### config.mk
export PLATFORM = sky130hd
export DESIGN_NAME = bpu_btb2
export DESIGN_NICKNAME = d
export VERILOG_FILES = /design/src/rtl/bpu_pkg.sv /design/src/rtl/bpu_btb2.sv
export SDC_FILE = /design/constraint.sdc
export NUM_CORES = 1
export LEC_CHECK = 0
export ABC_AREA = 1
export ABC_CLOCK_PERIOD_IN_PS = 5400
export BUFFER_PORTS_ARGS = -buffer_cell sky130_fd_sc_hd__clkbuf_2
export CORE_MARGIN = 4
export CORE_UTILIZATION = 34
export CTS_CLUSTER_SIZE = 20
export DETAILED_ROUTE_END_ITERATION = 8
export SYNTH_ARGS = -nofsm -noshare
export SYNTH_HDL_FRONTEND = slang
export SYNTH_SLANG_ARGS = --single-unit
### constraint.sdc
create_clock -name clk -period 5.4 [get_ports clk]
set_input_delay 1.08 -clock clk [delete_from_list [all_inputs] [get_ports clk]]
set_output_delay 1.08 -clock clk [all_outputs]
set_load 0.1 [all_outputs]
### src/rtl/bpu_pkg.sv
// Shared branch-predictor definitions: 2-bit direction counter encoding and helpers.
package bpu_pkg;

  localparam int unsigned PC_W  = 31;
  localparam int unsigned CTR_W = 2;

  typedef logic [CTR_W-1:0] ctr_t;

  localparam ctr_t CTR_SNT   = 2'b00;
  localparam ctr_t CTR_WNT   = 2'b01;
  localparam ctr_t CTR_WT    = 2'b10;
  localparam ctr_t CTR_ST    = 2'b11;
  localparam ctr_t CTR_ALLOC = CTR_WT;

  // Saturating step toward the resolved direction.
  function automatic ctr_t ctr_next(input ctr_t ctr, input logic taken);
    ctr_t res;
    res = ctr;
    if (taken) begin
      if (ctr != CTR_ST) res = ctr_t'(ctr + CTR_W'(1));
    end else begin
      if (ctr != CTR_SNT) res = ctr_t'(ctr - CTR_W'(1));
    end
    return res;
  endfunction

  // Taken prediction is the counter MSB.
  function automatic logic ctr_pred(input ctr_t ctr);
    return ctr[CTR_W-1];
  endfunction

endpackage

### src/rtl/bpu_btb2.sv
// Direct-mapped BTB with per-entry 2-bit direction counter; 1-cycle registered lookup.
module bpu_btb2
  import bpu_pkg::*;
#(
  parameter int unsigned ENTRIES = 16
) (
  input  logic            clk,
  input  logic            reset_n,
  input  logic            btb_rd,
  input  logic [30:0]     pc_r,
  output logic            btb_hit,
  output logic [30:0]     target_pc_r,
  input  logic            btb_wr,
  input  logic [30:0]     pc_w,
  input  logic [31:0]     target_pc_w,
  input  logic            taken_w,
  input  logic            btb_invalid
);

  localparam int unsigned IDX_W = $clog2(ENTRIES);
  localparam int unsigned TAG_W = PC_W - IDX_W;

  logic [ENTRIES-1:0] r_valid;
  logic [TAG_W-1:0]   r_tag [ENTRIES];
  ctr_t               r_ctr [ENTRIES];
  logic [PC_W-1:0]    r_tgt [ENTRIES];

  logic               r_btb_hit;
  logic [PC_W-1:0]    r_target_pc;

  logic [IDX_W-1:0]   w_ridx;
  logic [TAG_W-1:0]   w_rtag;
  logic               w_rhit;
  logic [IDX_W-1:0]   w_widx;
  logic [TAG_W-1:0]   w_wtag;
  logic               w_wmatch;
  logic               w_unused;

  // Split lookup and update PCs into index/tag and evaluate tag matches.
  always_comb begin
    w_ridx   = pc_r[IDX_W-1:0];
    w_rtag   = pc_r[PC_W-1:IDX_W];
    w_widx   = pc_w[IDX_W-1:0];
    w_wtag   = pc_w[PC_W-1:IDX_W];
    w_rhit   = r_valid[w_ridx] && (r_tag[w_ridx] == w_rtag) && ctr_pred(r_ctr[w_ridx]);
    w_wmatch = r_valid[w_widx] && (r_tag[w_widx] == w_wtag);
  end

  // Target bit 0 is never stored (halfword-aligned PCs).
  assign w_unused = target_pc_w[0];

  // Entry array: invalidate, train on resolution, or allocate on a taken miss.
  always_ff @(posedge clk or negedge reset_n) begin
    if (!reset_n) begin
      r_valid <= '0;
      for (int i = 0; i < int'(ENTRIES); i++) begin
        r_tag[i] <= '0;
        r_ctr[i] <= CTR_WNT;
        r_tgt[i] <= '0;
      end
    end else if (btb_invalid) begin
      r_valid <= '0;
    end else if (btb_wr) begin
      if (w_wmatch) begin
        r_ctr[w_widx] <= ctr_next(r_ctr[w_widx], taken_w);
        if (taken_w) r_tgt[w_widx] <= target_pc_w[31:1];
      end else if (taken_w) begin
        r_valid[w_widx] <= 1'b1;
        r_tag[w_widx]   <= w_wtag;
        r_ctr[w_widx]   <= CTR_ALLOC;
        r_tgt[w_widx]   <= target_pc_w[31:1];
      end
    end
  end

  // Lookup result registers; hold when no lookup, invalidation kills the hit.
  always_ff @(posedge clk or negedge reset_n) begin
    if (!reset_n) begin
      r_btb_hit   <= 1'b0;
      r_target_pc <= '0;
    end else begin
      if (btb_invalid)  r_btb_hit <= 1'b0;
      else if (btb_rd)  r_btb_hit <= w_rhit;
      if (btb_rd)       r_target_pc <= r_tgt[w_ridx];
    end
  end

  assign btb_hit     = r_btb_hit;
  assign target_pc_r = r_target_pc;

endmodule
==> After elaboration in Yosys (flattened, before gate mapping) <==
Cells that the tools add are included.
{ "classes": {"addsub": 2, "magnitude_cmp": 6, "eq_ne": 4, "n_mux": 44, "bitwise_logic": 8, "reduce_logical": 14} }
{ "ops": {"columns": ["cell", "count"], "rows": [
  ["$bwmux 496", 1],
  ["$bwmux 432", 1],
  ["$bmux 27 s4", 2],
  ["$mux 27", 5],
  ["$bmux 31 s4", 1],
  ["$demux 31 s4", 1],
  ["$demux 27 s4", 1],
  ["$mux 31", 3],
  ["$mux 16", 4],
  ["$mux 32", 2],
  ["$eq 27x27->1", 2],
  ["$bwmux 32", 1],
  ["$or 16x16->16", 2],
  ["$mux 2", 11],
  ["$and 16x16->16", 1],
  ["$bmux 2 s4", 2],
  ["$not 16->16", 1],
  ["$ge 5x5->1 const B", 2],
  ["$lt 4x5->1 const B", 2],
  ["$not 4->5", 2],
  ["$reduce_bool 2->1", 5],
  ["$reduce_and 3->1", 3],
  ["$bmux 1 s4", 2],
  ["$demux 2 s4", 1],
  ["10 further kinds", 20]
]} }
{ "word_totals": {"reg_bits": 1008, "in_bits": 100, "output_inout_bits": 32} }

==> Depth between registers and ports, before layout <==
Gate-level depths: netlist of the first run.
{ "depth": {"word_depth": 12, "depth_mapped": 24} }

==> Least setup slack after synthesis of the first run <==
No wires, ideal clock.
{ "synth_timing": {"path_kind": "input-to-reg", "startpoint": "input port pc_w[0]", "endpoint": "register r_tag[385] in the netlist's numbering", "setup_ps": 135, "arrival_ps": 3185, "t_required_ps": 5265, "path_slack_ps": 2079, "stages": 21, "path_cell_list": "buf_4 -> buf_2 -> buf_2 -> nand2_1 -> nand2_1 -> nand2_1 -> nand2_1 -> nand2_1 -> nand2_1 -> nor2_1 -> nand2_1 -> nand2_1 -> nand3_1 -> nor2_1 -> nand3_2 -> nor2_8 -> inv_4 -> buf_12 -> nand2_8 -> buf_4 -> o21ai_0"} }
{ "synth_between": {"elab_chain_len": 8, "elab_cells_between_ends": 16, "classes_between": "order compare: 2; eq/ne: 1; mux: 8; bitwise: 2; reduce/logical: 3"} }
{ "synth_lines": {"columns": ["item", "line_no", "source"], "rows": [
  ["start: declaration", "bpu_btb2.sv:14", "input logic [30:0] pc_w,"],
  ["$not 4->5 (implied by the code)", "bpu_btb2.sv:46, bpu_btb2.sv:69", null],
  ["$bmux 27 s4", "bpu_btb2.sv:46", "w_wmatch = r_valid[w_widx] && (r_tag[w_widx] == w_wtag);"],
  ["$mux 27 (implied by the code) (2 in a row)", "bpu_btb2.sv:46", null],
  ["$eq 27x27->1", "bpu_btb2.sv:46", null],
  ["$logic_and 1x1->1", "bpu_btb2.sv:46", null],
  ["$not 1->1 (no source line)", null, null],
  ["$reduce_and 4->1 (no source line)", null, null],
  ["end signal: indexed assignment", "bpu_btb2.sv:69", "r_tag[w_widx] <= w_wtag;"],
  ["end: declaration", "bpu_btb2.sv:24", "logic [TAG_W-1:0] r_tag [ENTRIES];"]
]} }
Parallel ways exist; a longest one is shown, timed or not. The select of a mux whose other input is x is not followed.
A chain may end at the register's enable or synchronous reset.

==> Worst setup path after layout of the first run <==
{ "layout_timing": {"startpoint": "input port pc_w[3]", "endpoint": "register r_tag[255] in the netlist's numbering"} }
The elaborated chain is that of the path after synthesis.

==> results.cfg, run 1 <==
[run_status]
status = completed

[finish]
final_nets = 6722
layout_commonest_cell = nand2_1
area_growth_pct = 11.1
drive_gt1_frac = 0.0705
final_cell_mix = 2,224 x nand2_1, 1,211 x o21ai_0, 992 x dfrtp_1, 762 x nor2_1, 256 x o21ai_1

[yosys]
ys_seq_elements = 1008
synth_cells = 6794
synth_top_family_by_area = simple AND/OR/NAND/NOR gates
synth-xor-area-share = 0.00138
synth-adder-area-share = 0
ys.flop_type = dfrtp_1
syn-cell-area_mm2 = 0.0509
yosys.area.top_type = dfrtp_1
synthArstFlopShare = 1.00
synth-simple-area-share = 0.249
ys_warn_count = 0
synth_top_area_frac = 0.488
postSynthAreaPerCell_um2 = 7.49
synth-compound-area-share = 0.194
synth-edff-count = 0
synthMuxAreaShare = 0
ys_seq_area_frac = 0.496
ys_types = 38
syn-num-nets = 6894
yosys-top-cells-area = dfrtp_1 49%, nand2_1 16%, o21ai_0 12%, nor2_1 5.6%, clkbuf_1 2.7%

[clocking]
cts-buffers-inserted = 109
clk-insertion-delay-late_ns = 0.75
post_cts_resized = 0
clk_path_buf_depth = 3
cts_root_buf = clkbuf_16
cts_tree = done
htreeDepth = 3
cts_sinks = 1008
postCtsHoldBufs = 0
cts_setup_buffers = 0
clkTransAtPathRegs_ns = 0.06

[critical_path]
ff2ff_setup_slack_ns = 2.11
end_kind = flip-flop
path_buf_inv = 5
reg2reg_depth = 19
cpMostUsedCell = nand2_1
rr_endpoint = r_tag[255]
crit_path_max_incr_delay_ns = 0.43
crit_required_ns = 5.97
critical_path_peak_fanout = 49
start_kind = input pin
path_depth = 19
timing.rr.start = r_tag[235]
cp_cell_sequence = clkbuf_2 > nand2_1 > inv_1 > buf_4 > nand2_1 > nand2_1 > nor2_1 > nand2_1 > nand2_1 > nor2_1 > nand2_1 > nor2_1 > nand2_1 > nor2_8 > inv_4 > nand2_2 > buf_12 > nand2_1 > o21ai_0
critPathSlowestCell = inv_1
crit_type = in -> reg
arrival_ns = 4.81
crit_family = simple AND/OR/NAND/NOR gates

[global_routing]
antenna_found_initial = 7
grtUsageTotal = 0.221
grt_max_degree = 180
grt_pass1_vias = 43465
grt_pass1_wl_um = 270000
grt_overflow = 0

[hold_path]
hold_class = in -> async

[detailed_routing]
via_per_inst = 5.41
wl_per_cell_um = 20.4
remaining_drc_errors = 0
first_pass_iters = 6
wirelength_um = 176000
vias = 46744
drt-initial-drc-count = 5169
drtAntennaViolNets = 0

[power_and_ir_drop]
p_leak_uw = 0.0265
p_per_area_mw_per_mm2 = 349
clkPwrFrac = 0.379
pwr-share-comb = 0.158
p_switching_uw = 6000
intPower_uw = 13700
p_sw_frac = 0.304
peakVddDrop_mv = 0.280
sequentialPowerShare = 0.463

[placed_design]
routabilityCongestion = 0.886
port_buffers = 130
dp_hpwl_um = 99000

[sta]
skew_ns = 0.0464
fin_setup_tns_ns = 0
fin_crit_sh = 0.786
worst_pin_slew_ns = 1.09
slew_headroom = 0.274
timing.final.crit_period_ns = 4.25
fmaxAchievable_ghz = 0.236
setup_viol = 0
finalMaxSlewViolations = 0
holdWs_ns = 0.305
rsz0062_at_grt = no
hold_viol_final = 0

[die]
fp-row-count = 141
initial_core_util = 0.343
die_h_um = 395
die_area_mm2 = 0.156
die_w_um = 395
ioPinCount = 132
core-area_mm2 = 0.148

[flow_run]
drv_cap = 0
-- stage by stage --
step	setup slack [ns]	util	power (µW)	instance area, µm²	instances
global route	1.09	0.381	20700	56500	8640
detailed placement	0.564	0.357	12400	53000	8441
global placement	0.552	0.357	12300	53000	8441
finish	1.15	0.381	19700	56500	8641
floorplan	2.08	-	11300	50900	6794
CTS	1.31	0.381	19900	56500	8637
-- layout make-up --
cell class / instances / area (µm²)
Tap cell: 1930 / 2410
Inverter: 182 / 713
Clock buffer: 163 / 3110
Clock inverter: 33 / 444
Multi-Input combinational cell: 5079 / 22700
Timing Repair Buffer: 242 / 1910
Fill cell: 15325 / 91700
Sequential cell: 1008 / 25200
Antenna cell: 4 / 10.0
-- synth_stat cells (2+ instances only) --
master    count
a21oi_1     102
o22ai_1      49
buf_6         6
o21ai_1     256
or2_2         4
xnor2_1       4
nand2_8      10
buf_2        64
nand4_1      27
a22oi_1      15
buf_1        26
inv_1       167
nor3_1       15
nor2_1      764
nand3_1     169
dfrtp_1     992
o21ai_0    1211
o211ai_1     76
dfstp_2      16
o221ai_1     92
nand2_2       6
nand2_1    2235
inv_4         3
xor2_1        4
clkinv_1      5
buf_4        61
inv_2         7
clkbuf_1    367
a31oi_1      31
nor2_4        2
-- state kept, by name (all words and copies together), names as in the netlist --
name	cells
r_tgt	496
r_tag	432
r_ctr	32
btb_hit	1
target_pc_r	31
r_valid	16
-- metal layers --
layer	wire, µm	track usage	vias up	share of wire
met1	76800	0.307	22460	0.43
met4	6250	0.0802	0	0.035
li1	-	-	22020	-
met5	0	0	-	0
met3	14600	0.0351	364	0.082
met2	78900	0.348	1900	0.45
-- worst max-delay path by stage --
stage | startpoint | to | slack [ns]
finish | pc_w[3] | r_tag[255] | 1.15
global route | pc_w[3] | r_tag[296] | 1.09
CTS | pc_w[3] | r_tag[255] | 1.31
detailed placement | pc_w[3] | r_tag[281] | 0.56
global placement | pc_w[3] | r_tag[249] | 0.55
floorplan | pc_w[0] | r_tag[385] | 2.08
-- power by group through the flow --
stage | logic [µW] | registers [µW] | clock network [µW]
2_1_floorplan | 1970 | 9310 | 0
3_3_place_gp | 3050 | 9220 | 0
3_5_place_dp | 3110 | 9250 | 0
4_1_cts | 3120 | 9120 | 7610
5_1_grt | 3550 | 9260 | 7950
6_report | 3120 | 9140 | 7480
-- cells by family (layout without fill, tap and decap cells) --
group | Yosys count | count (layout)
and+or+nand+nor | 3238 | 3238
buffers and inverters | 707 | 620
xor gates and xnor gates | 8 | 8
AOI/OAI and AO/OA | 1833 | 1833
other | 0 | 4
DFF | 1008 | 1008
(Power assumes the default switching activity.)
==> run 2, diff against run 1 <==
Settings changed: ABC_CLOCK_PERIOD_IN_PS 5400 to 4230.
Clock period 5.4 ns to 4.23 ns, I/O delays scaled along.
==> run 2 against run 1 <==
  * Global-route usage increased by 0.36 points
  * Clock skew decreased by 0.00061 ns
  * Via count increased by 0.91%
  * Register-to-register slack got worse by 0.81 ns
  * Die area unchanged
  * Combinational power increased by 29%
  * Hold slack got worse by 0.13 ns
  * Clock power increased by 31%
  * Worst setup slack got worse by 0.28 ns
  * Non-clock buffer count increased by 59
  * Critical path type unchanged
  * Critical endpoint is now r_tag[168]
  * Largest power group unchanged
==> results.cfg, run 2 (synthesis results as in run 1) <==
[run_status]
status = completed

[die]
die_w_um = 395
core-area_mm2 = 0.148
fp-row-count = 141
die_area_mm2 = 0.156
initial_core_util = 0.343
ioPinCount = 132
die_h_um = 395

[clocking]
cts_setup_buffers = 0
post_cts_resized = 0
clkTransAtPathRegs_ns = 0.06
htreeDepth = 3
clk-insertion-delay-late_ns = 0.74
cts_tree = done
cts_root_buf = clkbuf_16
cts_sinks = 1008
clk_path_buf_depth = 3
cts-buffers-inserted = 108
postCtsHoldBufs = 0

[finish]
final_nets = 6780
seq_area_mm2 = 0.0252
fin_util = 0.390
area_growth_pct = 13.4
nFillCells = 15225
reg_top3 = r_tgt (496), r_tag (432), r_ctr (32)
drive_gt1_frac = 0.0795
final_cell_mix = 2,224 x nand2_1, 1,211 x o21ai_0, 992 x dfrtp_1, 762 x nor2_1, 256 x o21ai_1
regMostFlops = r_tgt
layout_commonest_cell = nand2_1
largest_reg_flops = 496
multi_input_area_mm2 = 0.0227

[placed_design]
routabilityCongestion = 0.892
port_buffers = 130
dp_hpwl_um = 105000

[critical_path]
reg2reg_depth = 18
timing.rr.start = r_tag[262]
crit_end = r_tag[168]
cp_cell_sequence = buf_6 > inv_6 > buf_4 > nand2_1 > nand2_1 > nand2_1 > nand2_1 > nand2_1 > nand2_1 > nor2_1 > nand2_1 > nand2_1 > nor2_1 > nand2_1 > nor2_1 > nand2_1 > nor2_8 > inv_4 > buf_12 > nand2_2 > buf_12 > o21ai_0
crit_type = in -> reg
crit_path_max_incr_delay_ns = 0.29
crit_path_start = pc_w[0]
path_buf_inv = 6
arrival_ns = 3.92
crit_required_ns = 4.79
cpMostUsedCell = nand2_1
end_kind = flip-flop
crit_family = simple AND/OR/NAND/NOR gates
ff2ff_setup_slack_ns = 1.30
rr_endpoint = r_tag[168]
path_depth = 22
critPathSlowestCell = buf_4
start_kind = input pin
critical_path_peak_fanout = 29

[flow_run]
drv_cap = 0

[sta]
worst_pin_slew_ns = 1.05
hold_viol_final = 0
fin_crit_sh = 0.794
fin_setup_tns_ns = 0
skew_ns = 0.0458
timing.final.crit_period_ns = 3.36
slew_headroom = 0.303
fmaxAchievable_ghz = 0.298
rsz0062_at_grt = no
finalMaxSlewViolations = 0
setup_viol = 0
holdWs_ns = 0.177

[detailed_routing]
first_pass_iters = 6
via_per_inst = 5.42
wirelength_um = 179000
wl_per_cell_um = 20.6
drtAntennaViolNets = 0
vias = 47170
remaining_drc_errors = 0
drt-initial-drc-count = 5464

[power_and_ir_drop]
sequentialPowerShare = 0.458
peakVddDrop_mv = 0.358
power.total_uw = 25500
intPower_uw = 17900
p_leak_uw = 0.0271
pwr-share-comb = 0.158
p_per_area_mw_per_mm2 = 442
p_switching_uw = 7640
p_sw_frac = 0.299
clkPwrFrac = 0.384

[global_routing]
antenna_found_initial = 5
grt_pass1_wl_um = 274000
grt_max_degree = 129
grt_overflow = 0
grtUsageTotal = 0.225
grt_pass1_vias = 43029

[hold_path]
hold_class = in -> async
==> run 2: cell count changes in the layout (fill, tap and decap cells not counted) <==
cell	before	now
buf_12	30	83
clkbuf_8	18	25
buf_4	84	90
clkbuf_1	36	30
bufinv_16	4	8
clkinv_16	6	4
clkinv_2	16	14
diode_2	4	2
clkbuf_16	109	108
inv_16	0	1
inv_6	4	3
==> run 2: power by group through the flow <==
stage / Combinational (µW) / Sequential [µW] / Clock [µW]
6_report: 4040 / 11700 / 9800
5_1_grt: 4580 / 11800 / 10400
4_1_cts: 4040 / 11700 / 9980
3_5_place_dp: 4030 / 11800 / 0
3_3_place_gp: 3950 / 11800 / 0
2_1_floorplan: 2520 / 11900 / 0
==> run 2: worst register-to-register path: cells and delay by family, from the launching register on <==
kind / cells / cell delay, ns
and+or+nand+nor: 13 / 1.33
buffers and inverters: 3 / 0.57
AOI/OAI and AO/OA: 2 / 0.49
DFF: 1 / 0.40
==> run 2: area by class of cell <==
cell class | count | area share
Clock inverter | 33 | 0.00876
Clock buffer | 163 | 0.0547
Sequential cell | 1008 | 0.437
Tap cell | 1930 | 0.0418
Timing Repair Buffer | 301 | 0.0523
Antenna cell | 2 | 0.0000867
Inverter | 182 | 0.0124
Multi-Input combinational cell | 5079 | 0.393
==> run 2: worst min-delay path by stage <==
stage / start / endpoint / slack, ns / cells after the start
after floorplan: r_ctr[12] / r_ctr[12] / 0.45 / 2
after global placement: r_ctr[0] / r_ctr[0] / 0.46 / 2
after detailed placement: r_ctr[28] / r_ctr[28] / 0.46 / 2
after CTS: reset_n / r_tag[316] / 0.17 / 1
after global routing: reset_n / r_tag[392] / 0.20 / 1
final: reset_n / r_tag[392] / 0.18 / 1
==> run 2: per-layer routing <==
layer,part of all wire,track usage,vias to the layer above
met2,0.45,0.353,2065
li1,-,-,22150
met4,0.036,0.0779,0
met1,0.43,0.314,22599
met3,0.083,0.0368,356
met5,0,0,-
==> run 2: metrics by stage <==
stage / cell area (µm²) / instances / worst slack [ns]
2_1_floorplan: 50900 / 6794 / 1.14
3_3_place_gp: 54100 / 8500 / 0.204
3_5_place_dp: 54100 / 8500 / 0.208
4_1_cts: 57700 / 8696 / 0.986
5_1_grt: 57700 / 8697 / 0.647
6_report: 57700 / 8698 / 0.872
